$ cat src/rtl/video_pattern_if.sv
// video_pattern_if: pattern-select input and registered pixel/sync/status outputs of one display pipe.
interface video_pattern_if #(parameter int CW = 8);
  logic [1:0] mode;
  logic [CW-1:0] r, g, b;
  logic de, hsync, vsync;
  logic [7:0] frame;
  modport master(input mode, output r, g, b, de, hsync, vsync, frame);
  modport slave(output mode, input r, g, b, de, hsync, vsync, frame);
endinterface

$ cat src/rtl/video_pattern.sv
// video_pattern: four-mode test-pattern generator on a video_control raster; VIDEO_PATTERN_ANIM_EN enables the frame counter.
module video_control #(
  parameter int HDE = 639, HSS = 687, HSE = 719, HE = 799,
  parameter int VDE = 479, VSS = 482, VSE = 486, VE = 493,
  parameter int HW = $clog2(HE), VW = $clog2(VE)
) (
  input  logic clock,
  input  logic reset,
  output logic [HW-1:0] x,
  output logic [VW-1:0] y,
  output logic hde, vde, hsync, vsync
);
  localparam logic [HW-1:0] XDE = HW'(HDE), XSS = HW'(HSS), XSE = HW'(HSE), XE = HW'(HE);
  localparam logic [VW-1:0] YDE = VW'(VDE), YSS = VW'(VSS), YSE = VW'(VSE), YE = VW'(VE);
  always_ff @(posedge clock)
    if (reset) begin
      x <= '0;
      y <= '0;
    end else begin
      x <= (x == XE) ? '0 : x + 1'b1;
      if (x == XE) y <= (y == YE) ? '0 : y + 1'b1;
    end
  assign hde = x <= XDE;
  assign vde = y <= YDE;
  assign hsync = x >= XSS && x <= XSE;
  assign vsync = y >= YSS && y <= YSE;
endmodule

module video_pattern #(
  parameter int HDE = 639, HSS = 687, HSE = 719, HE = 799,
  parameter int VDE = 479, VSS = 482, VSE = 486, VE = 493,
  parameter int CW = 8, SQ = 5
) (
  input logic clock,
  input logic reset,
  video_pattern_if.master vp
);
  localparam int HW = $clog2(HE), VW = $clog2(VE), BW = (HDE + 1) / 8;
  localparam logic [HW-1:0] XE = HW'(HE), BL = HW'(BW - 1);
  localparam logic [VW-1:0] YE = VW'(VE);
  logic [HW-1:0] x, cnt_q, cnt;
  logic [VW-1:0] y;
  logic hde, vde, hs, vs, vis, eof, chk;
  logic [1:0] mode_q;
  logic [2:0] idx_q, idx;
  logic [7:0] frame_q;
  logic [23:0] gc;
  logic [CW-1:0] cr, cg, cb;
  function automatic logic [23:0] grid(input logic [4:0] c);
    return c < 5'd21 ? 24'h105003 : (c == 5'd21 || c == 5'd31) ? 24'hE03010 : 24'h703005;
  endfunction
  // Left-align the byte and refill the low bits from its MSBs, so 00/FF stay black/white.
  function automatic logic [CW-1:0] expand(input logic [7:0] v);
    return CW'({v, v} >> (16 - CW));
  endfunction
  video_control #(.HDE(HDE), .HSS(HSS), .HSE(HSE), .HE(HE), .VDE(VDE), .VSS(VSS), .VSE(VSE), .VE(VE))
    u_ctl (.clock(clock), .reset(reset), .x(x), .y(y), .hde(hde), .vde(vde), .hsync(hs), .vsync(vs));
  always_comb begin
    vis = hde & vde;
    eof = x == XE && y == YE;
    cnt = (x == '0) ? '0 : cnt_q;
    idx = (x == '0) ? '0 : idx_q;
    gc = grid(x[4:0]) | grid(y[4:0]);
    chk = x[SQ] ^ y[SQ] ^ frame_q[5];
    cr = mode_q == 2'd0 ? expand(gc[23:16]) : mode_q == 2'd1 ? {CW{~idx[1]}} :
         mode_q == 2'd2 ? CW'(x) + CW'(frame_q) : {CW{chk}};
    cg = mode_q == 2'd0 ? expand(gc[15:8]) : mode_q == 2'd1 ? {CW{~idx[2]}} :
         mode_q == 2'd2 ? CW'(y) : {CW{chk}};
    cb = mode_q == 2'd0 ? expand(gc[7:0]) : mode_q == 2'd1 ? {CW{~idx[0]}} :
         mode_q == 2'd2 ? CW'({frame_q, 8'h00} >> (16 - CW)) : {CW{chk}};
  end
  always_ff @(posedge clock)
    if (reset) begin
      vp.r <= '0;
      vp.g <= '0;
      vp.b <= '0;
      vp.de <= 1'b0;
      vp.hsync <= 1'b0;
      vp.vsync <= 1'b0;
      mode_q <= '0;
      cnt_q <= '0;
      idx_q <= '0;
    end else begin
      vp.r <= vis ? cr : '0;
      vp.g <= vis ? cg : '0;
      vp.b <= vis ? cb : '0;
      vp.de <= vis;
      vp.hsync <= hs;
      vp.vsync <= vs;
      cnt_q <= (cnt == BL) ? '0 : cnt + 1'b1;
      idx_q <= (cnt == BL && idx != 3'd7) ? idx + 1'b1 : idx;
      if (eof) mode_q <= vp.mode;
    end
`ifdef VIDEO_PATTERN_ANIM_EN
  always_ff @(posedge clock)
    if (reset) frame_q <= '0;
    else if (eof) frame_q <= frame_q + 1'b1;
`else
  assign frame_q = 8'd0;
`endif
  assign vp.frame = frame_q;
endmodule

$ cat src/flat_wrapper.sv
// flat-port wrapper written by rule: the top's interface ports become plain ports
module video_pattern_flat 
#(
  parameter int HDE = 639, HSS = 687, HSE = 719, HE = 799,
  parameter int VDE = 479, VSS = 482, VSE = 486, VE = 493,
  parameter int CW = 8, SQ = 5
)
  (clock, reset, vp_mode, vp_r, vp_g, vp_b, vp_de, vp_hsync, vp_vsync, vp_frame);
  video_pattern_if #(.CW(CW)) vp_i ();
  input logic clock;
  input logic reset;
  input wire logic [$bits(vp_i.mode)-1:0] vp_mode;
  output wire logic [$bits(vp_i.r)-1:0] vp_r;
  output wire logic [$bits(vp_i.g)-1:0] vp_g;
  output wire logic [$bits(vp_i.b)-1:0] vp_b;
  output wire logic [$bits(vp_i.de)-1:0] vp_de;
  output wire logic [$bits(vp_i.hsync)-1:0] vp_hsync;
  output wire logic [$bits(vp_i.vsync)-1:0] vp_vsync;
  output wire logic [$bits(vp_i.frame)-1:0] vp_frame;
  assign vp_i.mode = vp_mode;
  assign vp_r = vp_i.r;
  assign vp_g = vp_i.g;
  assign vp_b = vp_i.b;
  assign vp_de = vp_i.de;
  assign vp_hsync = vp_i.hsync;
  assign vp_vsync = vp_i.vsync;
  assign vp_frame = vp_i.frame;
  video_pattern #(.HDE(HDE), .HSS(HSS), .HSE(HSE), .HE(HE), .VDE(VDE), .VSS(VSS), .VSE(VSE), .VE(VE), .CW(CW), .SQ(SQ)) u_core (.clock(clock), .reset(reset), .vp(vp_i));
endmodule
$ cat config.mk
export PLATFORM = sky130hd
export DESIGN_NAME = video_pattern_flat
export DESIGN_NICKNAME = d
export VERILOG_FILES = /design/src/rtl/video_pattern_if.sv /design/src/rtl/video_pattern.sv /design/src/flat_wrapper.sv
export SDC_FILE = /design/constraint.sdc
export NUM_CORES = 1
export LEC_CHECK = 0
export CORE_ASPECT_RATIO = 1.75
export CORE_MARGIN = 5
export CORE_UTILIZATION = 40
export CTS_CLUSTER_SIZE = 24
export DETAILED_ROUTE_END_ITERATION = 10
export DONT_BUFFER_PORTS = 1
export GPL_ROUTABILITY_DRIVEN = 0
export HOLD_SLACK_MARGIN = 0.05
export PLACE_DENSITY_LB_ADDON = 0.15
export RECOVER_POWER = 100
export SLEW_MARGIN = 20
export SYNTH_ARGS = -nofsm -noshare
export SYNTH_HDL_FRONTEND = slang
export SYNTH_SLANG_ARGS = --single-unit
$ cat constraint.sdc
create_clock -name clock -period 3.3 [get_ports clock]
set_input_delay 0.66 -clock clock [delete_from_list [all_inputs] [get_ports clock]]
set_output_delay 0.66 -clock clock [all_outputs]
set_load 0.02 [all_outputs]
==> reports/qor.csv <==
metric;value;unit
outcome;complete, no violations;
fin_crit_sh;82.1;%
hold_violations;0;
yosys.area_share.simple;24.3;%
cts_max_level;3;
postSynthCellCount;339;
power.density;554;nW/um^2
synth_top_area_share;41.4;%
ctsResizeCount;0;
drtIter0Drc;91;
cts_buffers;9;
die_area;8840;um^2
critPathArrivalTime;2.92;ns
grt_max_degree;26;
vias_per_cell;5.39;
synth_warnings;0;
cp_max_fo;7;
crit_buf_inv;1;
holdWs;0.390;ns
grt_pass1_wl;10.2;mm
antenna_found_initial;0;
r2r-end;u_core.idx_q[1]$_SDFF_PP0_;
vias;2259;
switchingPower;346;uW
finalMaxSlewViolations;0;
synth_fa_ha_area_share;4.91;%
grt_pass1_vias;2128;
yosys.area.top_type;dfxtp_1;
grt_overflow;0;
max_slew_margin;47.9;%
synth_edf_count;0;
post_cts_buffers;0;
synth_area_leaders;dfxtp_1 41%, nor2_1 5.1%, ha_1 4.9%;
hp-start;reset;
regArea;1160;um^2
syn2layout_area_growth;10.3;%
ys_seq_elements;58;
n_antenna_cell;0;
instances_no_fill;419;
crit_required;3.51;ns
criticalPathCategory;flip-flop to flip-flop;
synth_area;2800;um^2
clock_path_buffers;2;
first_pass_iters;7;
hold_path_end;u_core.mode_q[0]$_SDFFE_PP0P_;
cpPeakStageDelay;0.44;ns
clk_latency;0.33;ns
nNetsFinal;346;
synth.mux.area_fraction;0.715;%
synth_commonest_cells;58 x dfxtp_1, 38 x nor2_1, 24 x a21oi_1;
ctsRootBufferMaster;clkbuf_16;
rsz0062_at_grt;no;
ys.flop_type;dfxtp_1;
drt-total-wl;6.28;mm
yosysMostFrequentCell;dfxtp_1;
place_ws;0.639;ns
min_path_cells;1;
leakagePower;0.00112;uW
min_path_type;input pin to flip-flop;
initial_core_util;40.9;%
synth_compound_area_share;15.1;%
r2r_start;u_core.u_ctl.x[0]$_SDFF_PP0_;
ys_types;46;
coreArea;6860;um^2
drive_above_1_share;6.27;%
setup_violations;0;
fin_ws;0.590;ns
dp_hpwl;4.52;mm
ctsHoldBuffers;0;
seq_area_frac_synth;41.4;%
critical_path.endpoint_type;flip-flop;
r2r_setup_slack;0.59;ns
sw_frac_of_total;20.2;%
worst_slew_pin_slew;0.780;ns
die_x;73.3;um
maxCapViolCount;0;
detail_route.drc_violations;0;
fin_area;3090;um^2
fill_cells;644;
avgSynthCellArea;8.26;um^2
synth_top_family_by_area;simple AND/OR/NAND/NOR gates;
cp_cell_sequence;inv_1 > ha_1 > nor4b_1 > nand3_1 > and2_0 > ha_1 > nand3_1 > nor4_2 > and2b_1 > mux2i_1 > nor3_1;
p_int;1370;uW
dp.cells;404;
grt_use_total;15.2;%
rr_worst_depth;11;
path_clk_slew;0.05;ns
max_freq;369;MHz
crit_slowest_cell;dfxtp_1;
multi_input_area;1430;um^2
portBuffers;0;
synthArstFlopShare;0;%
finalSetupTns;0;ns
p_comb_share;2.7;%
place_area;2800;um^2
crit_path_start_kind;flip-flop;
ir_worst_vdd;239;uV
finalClockSkew;0.00822;ns
p_clk_share;54.9;%
cts_tree;built;
crit_family;simple AND/OR/NAND/NOR gates;
fp-row-count;40;
detail_route.wl_per_cell;15.0;um
pin_count;39;
ant_nets;0;
p_seq_share;42.4;%
finalCriticalPeriod;2.71;ns
die_h;121;um
cts.sink_count;58;
synth-xor-area-share;5.00;%
==> cell type report <==
cell class | instances | share of cell area, %
clock inverters | 2 | 1.13
well taps | 84 | 3.40
flip-flops and latches | 58 | 37.6
repair buffers | 3 | 0.607
clock buffers | 13 | 8.74
multi-input cells | 239 | 46.1
inverters | 20 | 2.43
==> kinds of logic (layout without fill, tap and decap cells) <==
logic type,count (synthesis),after routing
AOI/OAI and AO/OA,70,70
xor gates and xnor gates,16,16
adders and majority gates,11,11
buffers and inverters,49,38
DFF,58,58
muxes,2,2
other,1,8
and+or+nand+nor,132,132
==> placed cells by master, fill, tap and decap left out, types with 5 or more instances in the layout <==
cell       netlist  routed
inv_1           20      20
nor3_1           7       7
ha_1            11      11
nor4_1           6       6
a31oi_1          9       9
or3_1            5       5
and3_1           7       7
nand3_1         13      13
clkbuf_16        0       9
conb_1           1       8
nor2b_1          7       7
xor2_1           6       6
xnor2_1         10      10
o21ai_0         17      17
nor2_1          38      38
nand2_1         23      23
a21oi_1         24      24
nand2b_1        10      10
dfxtp_1         58      58
o21a_1           5       5
==> power groups by stage <==
stage / Combinational, uW / Clock [uW] / Sequential (uW)
detailed placement: 47.5 / 0 / 739
finish: 46.2 / 939 / 726
floorplan: 52.0 / 0 / 735
CTS: 47.5 / 961 / 725
global placement: 47.1 / 0 / 739
global route: 53.6 / 983 / 726
==> state kept, by name, summed over array words and instances, names as in the netlist <==
signal           flops
u_core.cnt_q        10
u_core.vp.de         1
u_core.idx_q         3
u_core.vp.vsync      1
u_core.vp.g          8
u_core.u_ctl.y       9
u_core.mode_q        2
u_core.vp.hsync      1
u_core.vp.r          8
u_core.vp.b          5
u_core.u_ctl.x      10
==> worst reg2reg max path, cell delays in order (launching register included) <==
cell and delay, ns:
dfxtp_1 0.44, inv_1 0.09, ha_1 0.19, nor4b_1 0.15, nand3_1 0.21, and2_0 0.17
ha_1 0.18, nand3_1 0.19, nor4_2 0.43, and2b_1 0.27, mux2i_1 0.22, nor3_1 0.06
==> worst max-delay path by stage <==
stage	startpoint	cells after the start	slack [ns]	end
after detailed placement	u_core.u_ctl.x[0]$_SDFF_PP0_	11	0.64	u_core.idx_q[2]$_SDFF_PP0_
final	u_core.u_ctl.x[0]$_SDFF_PP0_	11	0.59	u_core.idx_q[1]$_SDFF_PP0_
after global placement	u_core.u_ctl.x[0]$_SDFF_PP0_	11	0.77	u_core.idx_q[1]$_SDFF_PP0_
after floorplan	u_core.u_ctl.x[0]$_SDFF_PP0_	11	0.97	u_core.idx_q[1]$_SDFF_PP0_
after global routing	u_core.u_ctl.x[0]$_SDFF_PP0_	11	0.31	u_core.idx_q[1]$_SDFF_PP0_
after CTS	u_core.u_ctl.x[0]$_SDFF_PP0_	11	0.62	u_core.idx_q[2]$_SDFF_PP0_
==> routing by layer <==
metal | wire length [um] | track usage, % | share of wire [%] | vias to the layer above
met1 | 2670 | 17.2 | 42 | 1061
li1 | - | - | - | 1132
met3 | 280 | 3.24 | 4.5 | 16
met4 | 196 | 9.58 | 3.1 | 0
met5 | 0 | 0 | 0 | -
met2 | 3130 | 25.2 | 50 | 50
==> metrics by stage <==
stage	utilization (%)	total power, uW
2_1_floorplan	-	787
3_3_place_gp	40.8	786
3_5_place_dp	40.8	787
4_1_cts	45.2	1730
5_1_grt	45.1	1760
6_report	45.1	1710
Power figures use the tool's default switching activity.
